$ cat src/rtl/coh_avg_pkg.sv
// Shared state encoding and constants for the coherent averaging controller.
// Consumers select the signed sample format with the COH_AVG_SIGNED_EN macro.
package coh_avg_pkg;

    typedef enum logic [1:0] {
        IDLE,
        ACCUM,
        DRAIN,
        DONE
    } state_t;

    // Shortest frame that keeps each read of an address behind its previous write-back.
    localparam int MIN_M = 4;

    localparam int PIPE_LAT = 3;

    function automatic int acc_width(input int dw, input int nw);
        return dw + nw;
    endfunction

endpackage

$ cat src/rtl/coh_avg_rmw_pipe.sv
// Read-modify-write pipeline: extends a sample, adds the stored word and writes back the sum.
// COH_AVG_SIGNED_EN selects sign extension of the sample; otherwise it is zero-extended.
module coh_avg_rmw_pipe
    import coh_avg_pkg::*;
#(
    parameter int DW    = 14,
    parameter int AW    = 10,
    parameter int ACC_W = 30
) (
    input  logic             clk,
    input  logic             reset_n,
    input  logic             issue_valid,
    input  logic [AW-1:0]    issue_addr,
    input  logic [DW-1:0]    issue_data,
    input  logic             issue_first,
    input  logic [ACC_W-1:0] ram_rdata,
    output logic             ram_we,
    output logic [AW-1:0]    ram_waddr,
    output logic [ACC_W-1:0] ram_wdata,
    output logic             in_flight
);

    logic [PIPE_LAT-1:0] vld;
    logic [AW-1:0]       addr_q [PIPE_LAT];
    logic [DW-1:0]       data0;
    logic                first0;
    logic [ACC_W-1:0]    ext_data0;
    logic [ACC_W-1:0]    ext1;
    logic [ACC_W-1:0]    addend1;
    logic [ACC_W-1:0]    sum2;

`ifdef COH_AVG_SIGNED_EN
    assign ext_data0 = {{(ACC_W-DW){data0[DW-1]}}, data0};
`else
    assign ext_data0 = {{(ACC_W-DW){1'b0}}, data0};
`endif

    // The RAM answers one cycle after the read, so the sample waits in stage 0 for it.
    // The first frame adds zero instead of stale RAM contents.
    // After extension the two's-complement add serves both the signed and unsigned builds.
    always_ff @(posedge clk or negedge reset_n) begin
        if (!reset_n) begin
            vld     <= '0;
            for (int i = 0; i < PIPE_LAT; i++) begin
                addr_q[i] <= '0;
            end
            data0   <= '0;
            first0  <= 1'b0;
            ext1    <= '0;
            addend1 <= '0;
            sum2    <= '0;
        end else begin
            vld       <= {vld[PIPE_LAT-2:0], issue_valid};
            addr_q[0] <= issue_addr;
            for (int i = 1; i < PIPE_LAT; i++) begin
                addr_q[i] <= addr_q[i-1];
            end
            data0   <= issue_data;
            first0  <= issue_first;
            ext1    <= ext_data0;
            addend1 <= first0 ? '0 : ram_rdata;
            sum2    <= ext1 + addend1;
        end
    end

    assign ram_we    = vld[PIPE_LAT-1];
    assign ram_waddr = addr_q[PIPE_LAT-1];
    assign ram_wdata = sum2;

    // The final stage commits on the coming edge, so only the earlier stages hold off completion.
    assign in_flight = |vld[PIPE_LAT-2:0];

endmodule

$ cat src/rtl/coherent_avg_ctrl.sv
// Coherent averaging controller: sums N frames of M samples into an external RAM.
// Define COH_AVG_SIGNED_EN for two's-complement samples; the default build is unsigned.
module coherent_avg_ctrl
    import coh_avg_pkg::*;
#(
    parameter int DW    = 14,
    parameter int AW    = 10,
    parameter int NW    = 16,
    parameter int ACC_W = acc_width(DW, NW)
) (
    input  logic             clk,
    input  logic             reset_n,
    input  logic             start,
    input  logic [AW:0]      m_len,
    input  logic [NW-1:0]    n_frames,
    input  logic [DW-1:0]    s_data,
    input  logic             s_valid,
    output logic             s_ready,
    output logic [AW-1:0]    ram_raddr,
    input  logic [ACC_W-1:0] ram_rdata,
    output logic [AW-1:0]    ram_waddr,
    output logic [ACC_W-1:0] ram_wdata,
    output logic             ram_we,
    output logic             busy,
    output logic             done,
    output logic [NW-1:0]    frame_cnt
);

    localparam logic [AW:0] M_MIN = (AW+1)'(MIN_M);
    localparam logic [AW:0] M_MAX = {1'b1, {AW{1'b0}}};

    state_t        state;
    state_t        state_nx;
    logic [AW-1:0] m_last;
    logic [NW-1:0] n_q;
    logic [AW-1:0] idx;
    logic [AW:0]   m_eff;
    logic          load;
    logic          accept;
    logic          wrap;
    logic          in_flight;

    // Frames shorter than MIN_M would read an address before its write-back lands.
    always_comb begin
        m_eff = m_len;
        if (m_len < M_MIN) begin
            m_eff = M_MIN;
        end else if (m_len > M_MAX) begin
            m_eff = M_MAX;
        end
    end

    always_ff @(posedge clk or negedge reset_n) begin
        if (!reset_n) begin
            state <= IDLE;
        end else begin
            state <= state_nx;
        end
    end

    always_comb begin
        state_nx = state;
        load     = 1'b0;
        accept   = 1'b0;
        wrap     = 1'b0;
        s_ready  = 1'b0;
        busy     = 1'b0;
        done     = 1'b0;
        case (state)
            IDLE: begin
                if (start) begin
                    load     = 1'b1;
                    state_nx = ACCUM;
                end
            end
            ACCUM: begin
                s_ready = 1'b1;
                busy    = 1'b1;
                accept  = s_valid;
                wrap    = accept && (idx == m_last);
                if (wrap && (frame_cnt + NW'(1) == n_q)) begin
                    state_nx = DRAIN;
                end
            end
            DRAIN: begin
                busy = 1'b1;
                if (!in_flight) begin
                    state_nx = DONE;
                end
            end
            DONE: begin
                done     = 1'b1;
                state_nx = IDLE;
            end
            default: state_nx = IDLE;
        endcase
    end

    always_ff @(posedge clk or negedge reset_n) begin
        if (!reset_n) begin
            m_last    <= '0;
            n_q       <= '0;
            idx       <= '0;
            frame_cnt <= '0;
        end else if (load) begin
            m_last    <= AW'(m_eff - (AW+1)'(1));
            n_q       <= n_frames;
            idx       <= '0;
            frame_cnt <= '0;
        end else if (accept) begin
            if (wrap) begin
                idx       <= '0;
                frame_cnt <= frame_cnt + NW'(1);
            end else begin
                idx <= idx + AW'(1);
            end
        end
    end

    assign ram_raddr = idx;

    coh_avg_rmw_pipe #(
        .DW    (DW),
        .AW    (AW),
        .ACC_W (ACC_W)
    ) u_pipe (
        .clk         (clk),
        .reset_n     (reset_n),
        .issue_valid (accept),
        .issue_addr  (idx),
        .issue_data  (s_data),
        .issue_first (frame_cnt == '0),
        .ram_rdata   (ram_rdata),
        .ram_we      (ram_we),
        .ram_waddr   (ram_waddr),
        .ram_wdata   (ram_wdata),
        .in_flight   (in_flight)
    );

endmodule

$ cat config.mk
export PLATFORM = sky130hd
export DESIGN_NAME = coherent_avg_ctrl
export DESIGN_NICKNAME = d
export VERILOG_FILES = /design/src/rtl/coh_avg_pkg.sv /design/src/rtl/coh_avg_rmw_pipe.sv /design/src/rtl/coherent_avg_ctrl.sv
export SDC_FILE = /design/constraint.sdc
export NUM_CORES = 1
export LEC_CHECK = 0
export BUFFER_PORTS_ARGS = -buffer_cell sky130_fd_sc_hd__buf_2
export CAP_MARGIN = 20
export CORE_UTILIZATION = 55
export CTS_CLUSTER_SIZE = 14
export DETAILED_ROUTE_END_ITERATION = 8
export GPL_TIMING_DRIVEN = 0
export PLACE_DENSITY = 0.79
export SLEW_MARGIN = 5
export SYNTH_ARGS = -nofsm -noshare
export SYNTH_HDL_FRONTEND = slang
export SYNTH_HIERARCHICAL = 1
export SYNTH_SLANG_ARGS = --single-unit
export TNS_END_PERCENT = 100
$ cat constraint.sdc
create_clock -name clk -period 3.24 [get_ports clk]
set_clock_uncertainty 0.2 [all_clocks]
set_input_delay 0 -clock clk [delete_from_list [all_inputs] [get_ports clk]]
set_output_delay 0 -clock clk [all_outputs]
set_load 0.005 [all_outputs]
== After elaboration in Yosys (flattened, before gate mapping) ==
Index checks and enable logic that the tools add are counted.
Storage, ports and cells
  logic and storage cells: 58
  input port bits: 75
  flip-flop bits (word level): 176
  output and inout bits: 70
Cells by class
  reduce and logical (&&, ||, !) cells: 10
  magnitude comparators: 2
  multiplexer cells: 20
  $add $sub $neg: 4
  equality and inequality tests: 8
Operators by type and width (number)
  $mux 10: 5
  $mux 16: 3
  $add 14x30->30: 1
  $mux 30: 1
  $add 16x1->16 const B: 1
  $eq 16x16->1: 1
  $logic_not 16->1: 1
  $gt 11x11->1 const B: 1
  $lt 11x3->1 const B: 1
  $add 10x1->10 const B: 1
  $eq 10x10->1: 1
  $sub 10x1->10 const B: 1
  $pmux 2 s4: 1
  $mux 1: 7
  $mux 2: 3
  $ne 2x2->1 const B: 3
  $eq 2x2->1 const B: 2
  $reduce_bool 2->1: 2
  $reduce_or 2->1: 2
  $reduce_and 3->1: 1
  $eq 2x1->1 const B: 1
  $logic_and 1x1->1: 2
  $logic_not 2->1: 1
  $reduce_and 2->1: 1

== Depth between registers and ports, before layout ==
Gate-level depths: netlist of run 1.
  depth after elaboration: 6
  gate-level depth with buffers: 9
  mapped depth without buffers: 9

== Cells and area by module ==
The synthesis of run 1 kept the hierarchy.
Modules (own cells, without submodules)
  coh_avg_rmw_pipe: cells an instance 308, seq. area each 3052.9 um^2, area each 4371.7 um^2, times used 1
  coherent_avg_ctrl: cells an instance 394, seq. area each 1351.3 um^2, area each 3337.0 um^2, times used 1

== Least setup slack after synthesis of run 1 ==
No wires, ideal clock.
  path kind: reg-to-reg
  from: register frame_cnt[0]
  to: register state[1]
  path buffers: 0
  stages on the path, launching flop included: 10
  slack: 527 ps
  library setup time: 125 ps
  required time: 2915 ps
  arrival: 2388 ps
  period minus slack after synthesis: 2713 ps
  path through: dfrtp_1 ha_1 nand3_2 or4_1 o21ai_1 nand2_1 a21oi_1 o2111ai_1 a221o_1 mux2_4
On the way
  word-level cells in the longest chain between the ends: 5
RTL lines
  start: declaration: RTL line coherent_avg_ctrl.sv:26  | output logic [NW-1:0] frame_cnt
  start signal: assignment: RTL line coherent_avg_ctrl.sv:113  | frame_cnt <= frame_cnt + NW'(1);
  $add 16x1->16: RTL line coherent_avg_ctrl.sv:81  | if (wrap && (frame_cnt + NW'(1) == n_q)) begin
  $eq 16x16->1: RTL line coherent_avg_ctrl.sv:81
  $logic_and 1x1->1: RTL line coherent_avg_ctrl.sv:81
  $ne 2x2->1 (no line)
  $reduce_and 3->1 (no line)
  end signal: assignment: RTL line coherent_avg_ctrl.sv:57  | state <= state_nx;
  end: declaration: RTL line coherent_avg_ctrl.sv:32  | state_t state;
Every way passes these cells.
A chain may end at the register's enable or synchronous reset.

== Worst setup path in the final report of run 1 ==
  from: register frame_cnt[1]
  to: register state[1]
Same word-level chain as after synthesis.

==> results of run 1 <==
[worst paths after layout]
kind | start | to | slack [ns] | cells after the start
min reg2reg | u_pipe/addr_q[26]$_DFF_PN0_ | u_pipe/addr_q[16]$_DFF_PN0_ | 0.15 | 0
min in group asynchronous | reset_n | u_pipe/addend1[8]$_DFF_PN0_ | 0.50 | 4
max reg2reg | frame_cnt[1]$_DFFE_PN0P_ | state[1]$_DFFE_PN0P_ | 0.15 | 9
min | s_data[6] | u_pipe/data0[6]$_DFF_PN0_ | 0.02 | 2
max | frame_cnt[1]$_DFFE_PN0P_ | state[1]$_DFFE_PN0P_ | 0.15 | 9
max in group asynchronous | reset_n | frame_cnt[13]$_DFFE_PN0P_ | 1.93 | 4
[power by group through the flow]
stage / combinational, mW / sequential, mW / clock [mW]
after global routing: 1.36 / 2.73 / 2.05
after CTS: 1.21 / 2.69 / 1.95
after detailed placement: 1.05 / 2.73 / 0
after global placement: 1.00 / 2.72 / 0
final: 1.23 / 2.70 / 1.93
after floorplan: 0.709 / 2.67 / 0
[routing by layer]
layer | routed length, um | up-vias | track usage
met2 | 10600 | 232 | 0.530
li1 | - | 2876 | -
met3 | 883 | 45 | 0.0528
met5 | 0 | - | 0
met1 | 7720 | 3004 | 0.318
met4 | 531 | 0 | 0.129
[state kept, by name, summed over array words and instances (netlist names), 14 cells and up]
name,count
u_pipe/addr_q,20
u_pipe/ext1,14
u_pipe/data0,14
n_q,16
frame_cnt,16
u_pipe/ram_wdata,30
u_pipe/addend1,30
[cell type report]
type / count / area [um2] / share of cell area
clock inverter: 8 / 80.1 / 0.00788
timing repair buffer: 234 / 1670 / 0.164
sequential: 176 / 4410 / 0.433
multi-input combinational: 481 / 3090 / 0.304
antenna: 2 / 5.00 / 0.000492
buffer: 33 / 178 / 0.0175
tap: 176 / 220 / 0.0217
inverter: 12 / 45.0 / 0.00443
clock buffer: 23 / 468 / 0.0460
[Yosys cell counts (all sizes together) (2+ instances only)]
cell type and count:
nor3 10, buf 17, dfrtp 176, a21o 3, a21boi 2, a31oi 7
xnor2 49, ha 23, nor4 9, nor4b 2, nor3b 4, nand3 19
or2 4, mux2i 2, nor2 57, or4 4, nand4 17, or3 5
clkbuf 16, nand2b 3, inv 12, o21ai 23, and4 2, a211oi 3
xor2 27, nand3b 2, a211o 2, o31ai 2, nand2 99, o2111ai 2
nor2b 38, o211ai 3, and2 4, a21oi 32, and3 8
[cell families (layout without fill, tap and decap cells)]
kind of cell / Yosys count / count (layout)
DFF: 176 / 176
muxes: 3 / 3
AOI/OAI and AO/OA: 88 / 88
buffers and inverters: 45 / 310
adders and majority gates: 24 / 24
and+or+nand+nor: 290 / 290
xor gates and xnor gates: 76 / 76
other: 0 / 2
[stage by stage]
| stage | worst slack (ns) | utilization |
|---|---|---|
| floorplan | 0.527 | - |
| global placement | -0.503 | 0.643 |
| detailed placement | 0.196 | 0.645 |
| CTS | 0.118 | 0.754 |
| global route | 0.0528 | 0.756 |
| finish | 0.153 | 0.756 |
[repair_timing]
item,CTS,global route
resized for setup,0,3
hold endpoints to repair,253,0
buffers inserted,0,0
setup endpoints to repair,0,4
hold buffers,90,0
[critical path, stage by stage, from the launching register on]
cell and delay (ns):
dfrtp_1 0.46, ha_1 0.27, nand3_2 0.26, or4_1 0.54, o21ai_1 0.14, nand2_1 0.07, a21oi_1 0.16, o2111ai_1 0.19
a221o_1 0.38, mux2_4 0.30
==> results.py, run 1 <==
metrics = {
    "yosys": {
        "synthArstFlopShare": 1.00,
        "syn_avg_cell_area_um2": 11.0,
        "ys_types": 69,
        "synth_top_family_by_area": "simple AND/OR/NAND/NOR gates",
        "synthAdderAreaFrac": 0.0399,
        "syn-cell-area_mm2": 0.00771,
        "synth_compound_area_frac": 0.0745,
        "synth_top_area_cell": "dfrtp_1",
        "synth_warnings": 6,
        "yosysSeqAreaShare": 0.571,
        "synth_seq_cells": 176,
        "ys.flop_type": "dfrtp_1",
        "yosys.area_share.xor_xnor": 0.0863,
        "synth_area_leaders": "dfrtp_1, xnor2_1, nand2_1",
        "synth_enable_flop_cells": 0,
        "synth_nets": 801,
        "synth.area.mux_share": 0.00454,
        "synth-simple-area-share": 0.194,
        "synth_top_area_frac": 0.571,
        "syn_inst": 702,
    },
    "grt": {
        "grt_pass1_vias": 6446,
        "grt_max_degree": 102,
        "grt_overflow_total": 0,
        "antenna_found_initial": 2,
        "grt_pass1_wl_um": 31300,
        "grt_usage": 0.286,
    },
    "drt": {
        "wl_per_cell_um": 17.2,
        "drc_errors": 0,
        "vias": 6157,
        "routed_wl_um": 19700,
        "drt_iter0_drc": 370,
        "ant_nets": 0,
        "vias_per_cell": 5.38,
        "dr.pass1.iters": 5,
    },
    "pwr": {
        "p_leak_nw": 4.93,
        "switching_share": 0.287,
        "power_density_mw_per_mm2": 576,
        "power_mw": 5.85,
        "p_int_mw": 4.17,
        "p_seq_frac": 0.461,
        "comb_power_share": 0.209,
        "netSwitchingPower_mw": 1.68,
        "clock_power_share": 0.330,
        "vdd_drop_max_v": 0.000425,
    },
    "clock_tree": {
        "cts.sinks": 176,
        "worstSkewPairLatency_ns": 0.43,
        "cts_tree": "built",
        "cts.path.max_buffers": 2,
        "root_buffer": "clkbuf_16",
        "ctsHtreeMaxLevel": 4,
        "clk_pin_slew_ns": 0.07,
        "cts_made_buffers": 17,
    },
    "sta": {
        "setup_viol": 0,
        "hold_slack_ns": 0.0211,
        "slew_headroom": 0.531,
        "fin_crit_ns": 3.09,
        "period_share": 0.953,
        "worst_pin_slew_ns": 0.703,
        "fin_tns_setup_ns": 0,
        "drv_slew": 0,
        "final-hold-violation-count": 0,
        "fmax_mhz": 324,
        "rsz0062_at_grt": "no",
    },
    "floorplan": {
        "rows": 42,
        "core_area_mm2": 0.0135,
        "ios": 145,
        "dieArea_mm2": 0.0145,
        "die_h_um": 120,
        "die_x_um": 120,
        "initial_core_util": 0.573,
    },
    "worst_hold_path": {
        "hold_class": "in2reg",
    },
    "setup_path": {
        "startpoint_type": "flip-flop",
        "crit_fanout": 10,
        "endpoint_kind": "flip-flop",
        "path_class": "reg2reg",
        "worstPathRequired_ns": 3.35,
        "critPathArrivalTime_ns": 3.20,
    },
    "finish": {
        "nFillCells": 875,
        "stdcell_area_mm2": 0.0102,
        "final_cells": 1145,
        "final_cell_mix": "dfrtp_1, buf_2, nand2_1, dlygate4sd3_1, nor2_1",
        "layout-drive-gt1-share": 0.225,
        "nNetsFinal": 1054,
        "layout-area-overhead-vs-synth_pct": 31.9,
        "layout_commonest_cell": "dfrtp_1",
    },
    "status": {
        "status": "finished, final reports clean",
    },
    "run": {
        "cap_viol_max_count": 0,
    },
    "placement": {
        "placed_cells": 1022,
        "gp_congestion": 0.914,
        "portBuffers": 143,
        "dp_hpwl_um": 12000,
        "dpl_cell_area_mm2": 0.00868,
    },
}
Power figures use the tool's default switching activity.
==> run 2, diff against run 1 <==
- CELL_PAD_IN_SITES_DETAIL_PLACEMENT: not set -> 1
- CELL_PAD_IN_SITES_GLOBAL_PLACEMENT: not set -> 1
- CORE_UTILIZATION: 55 -> 43
- PLACE_DENSITY: 0.79 -> not set
- PLACE_DENSITY_LB_ADDON: not set -> 0.1
==> results.py, run 2 (synthesized netlist as in run 1, its figures left out) <==
metrics = {
    "clock_tree": {
        "cts_made_buffers": 17,
        "post_cts_buffers": 0,
        "worstSkewPairLatency_ns": 0.43,
        "cts.sinks": 176,
        "cts_tree": "built",
        "cts.path.max_buffers": 2,
        "ctsHtreeMaxLevel": 4,
        "clk_pin_slew_ns": 0.06,
        "root_buffer": "clkbuf_16",
    },
    "setup_path": {
        "crit_fanout": 10,
        "startpoint_type": "flip-flop",
        "endpoint_kind": "flip-flop",
        "crit_family": "simple AND/OR/NAND/NOR gates",
        "crit_chain": "ha_1, nand3_2, or4_1, o21ai_1, nand2_1, a21oi_1, o2111ai_1, a221o_1, mux2_4",
        "r2r_start": "frame_cnt[0]$_DFFE_PN0P_",
        "critPathArrivalTime_ns": 3.23,
        "cp_num_buf_inv": 0,
        "worstPathRequired_ns": 3.35,
        "cp_slowest_cell": "dfrtp_1",
        "cp-startpoint": "frame_cnt[0]$_DFFE_PN0P_",
        "path_class": "reg2reg",
        "cpPeakStageDelay_ns": 0.53,
    },
    "finish": {
        "nNetsFinal": 1055,
        "layout-area-overhead-vs-synth_pct": 33.0,
        "final_cell_mix": "dfrtp_1, buf_2, nand2_1, dlygate4sd3_1, nor2_1",
        "fin_util": 0.589,
        "layout-drive-gt1-share": 0.228,
        "layout_commonest_cell": "dfrtp_1",
        "antennaDiodeCount": 0,
    },
    "sta": {
        "slew_headroom": 0.579,
        "fin_crit_ns": 3.12,
        "drv_slew": 0,
        "worst_pin_slew_ns": 0.631,
        "fmax_mhz": 320,
        "period_share": 0.964,
        "setup_viol": 0,
        "final-hold-violation-count": 0,
    },
    "grt": {
        "grt_overflow_total": 0,
        "grt_pass1_wl_um": 34500,
        "grt_max_degree": 98,
        "antenna_found_initial": 0,
        "grt_pass1_vias": 6721,
        "grt_usage": 0.249,
    },
    "drt": {
        "vias_per_cell": 5.18,
        "drt_iter0_drc": 268,
        "routed_wl_um": 21300,
        "drc_errors": 0,
        "dr.pass1.iters": 4,
        "wl_per_cell_um": 17.9,
        "ant_nets": 0,
        "vias": 6178,
    },
    "placement": {
        "portBuffers": 143,
        "gp_congestion": 0.862,
        "dp_hpwl_um": 13700,
    },
    "floorplan": {
        "core_area_mm2": 0.0174,
        "ios": 145,
        "rows": 48,
        "die_h_um": 136,
        "initial_core_util": 0.443,
        "dieArea_mm2": 0.0185,
        "die_x_um": 136,
    },
    "status": {
        "status": "finished, final reports clean",
    },
    "run": {
        "cap_viol_max_count": 0,
    },
    "worst_hold_path": {
        "hold_class": "in2reg",
        "hp-start": "s_data[6]",
    },
    "pwr": {
        "p_leak_nw": 4.95,
        "power_mw": 5.90,
        "vdd_drop_max_v": 0.000382,
        "power_density_mw_per_mm2": 576,
    },
}
## run 2: changes by cell type in the layout (fill, tap and decap cells not counted), sizes merged
cell,previous run,this run
bufinv,1,0
clkbuf,39,38
diode,2,0
dlygate4sd3,89,90
inv,14,16
## run 2: what timing repair did
item | 4_1_cts | 5_1_grt
resized for setup | 0 | 2
endpoints found under the setup margin | 0 | 5
endpoints found under the hold margin | 253 | 0
hold buffers | 91 | 0
## run 2: path summary, 6_finish.rpt
check	end	slack [ns]	depth (start not counted)
max in group asynchronous	n_q[7]$_DFFE_PN0P_	1.91	4
hold reg to reg	u_pipe/ext1[11]$_DFF_PN0_	0.15	0
setup / recovery	state[1]$_DFFE_PN0P_	0.12	9
min in group asynchronous	u_pipe/ram_wdata[1]$_DFF_PN0_	0.50	4
hold / removal	u_pipe/data0[6]$_DFF_PN0_	0.02	2
setup reg to reg	state[1]$_DFFE_PN0P_	0.12	9
## run 2: layout make-up
cell class / instances / area (um2)
fillers: 1911 / 7160
flip-flops and latches: 176 / 4400
multi-input cells: 481 / 3090
repair buffers: 235 / 1680
clock buffers: 22 / 494
well taps: 225 / 282
plain buffers: 33 / 178
clock inverters: 9 / 73.8
inverters: 12 / 45.0
## run 2: metrics by stage
stage | instance area, um2 | setup slack [ns] | TNS [ns] | instances | hold WS (ns)
6_report | 10300 | 0.117 | 0 | 1193 | 0.0198
2_1_floorplan | 7710 | 0.527 | 0 | 702 | -0.496
3_3_place_gp | 8710 | -0.658 | -113.04 | 1070 | -0.0908
4_1_cts | 10200 | 0.108 | 0 | 1193 | 0.000643
3_5_place_dp | 8740 | 0.120 | 0 | 1071 | -0.190
5_1_grt | 10300 | -0.00846 | -0.00846 | 1193 | 0.0121
## run 2: metal layers
layer	track usage	wire length (um)
met1	0.284	8610
met3	0.0541	645
met4	0.0889	385
met2	0.456	11700
met5	0	0
## run 2: worst register-to-register path: cells and delay by family, from the launching register on
kind / cells / cell delay (ns)
AO/OA/AOI/OAI: 4 / 0.84
adder cells (fa/ha/maj): 1 / 0.28
flip-flops: 1 / 0.53
multiplexers: 1 / 0.31
AND/OR/NAND/NOR: 3 / 0.84
## run 2: where the power goes
part,switching [mW],internal [mW],leakage [nW],total [mW]
clock network,0.877,1.09,0.274,1.97
registers,0.224,2.48,2.29,2.70
logic,0.638,0.595,2.38,1.23
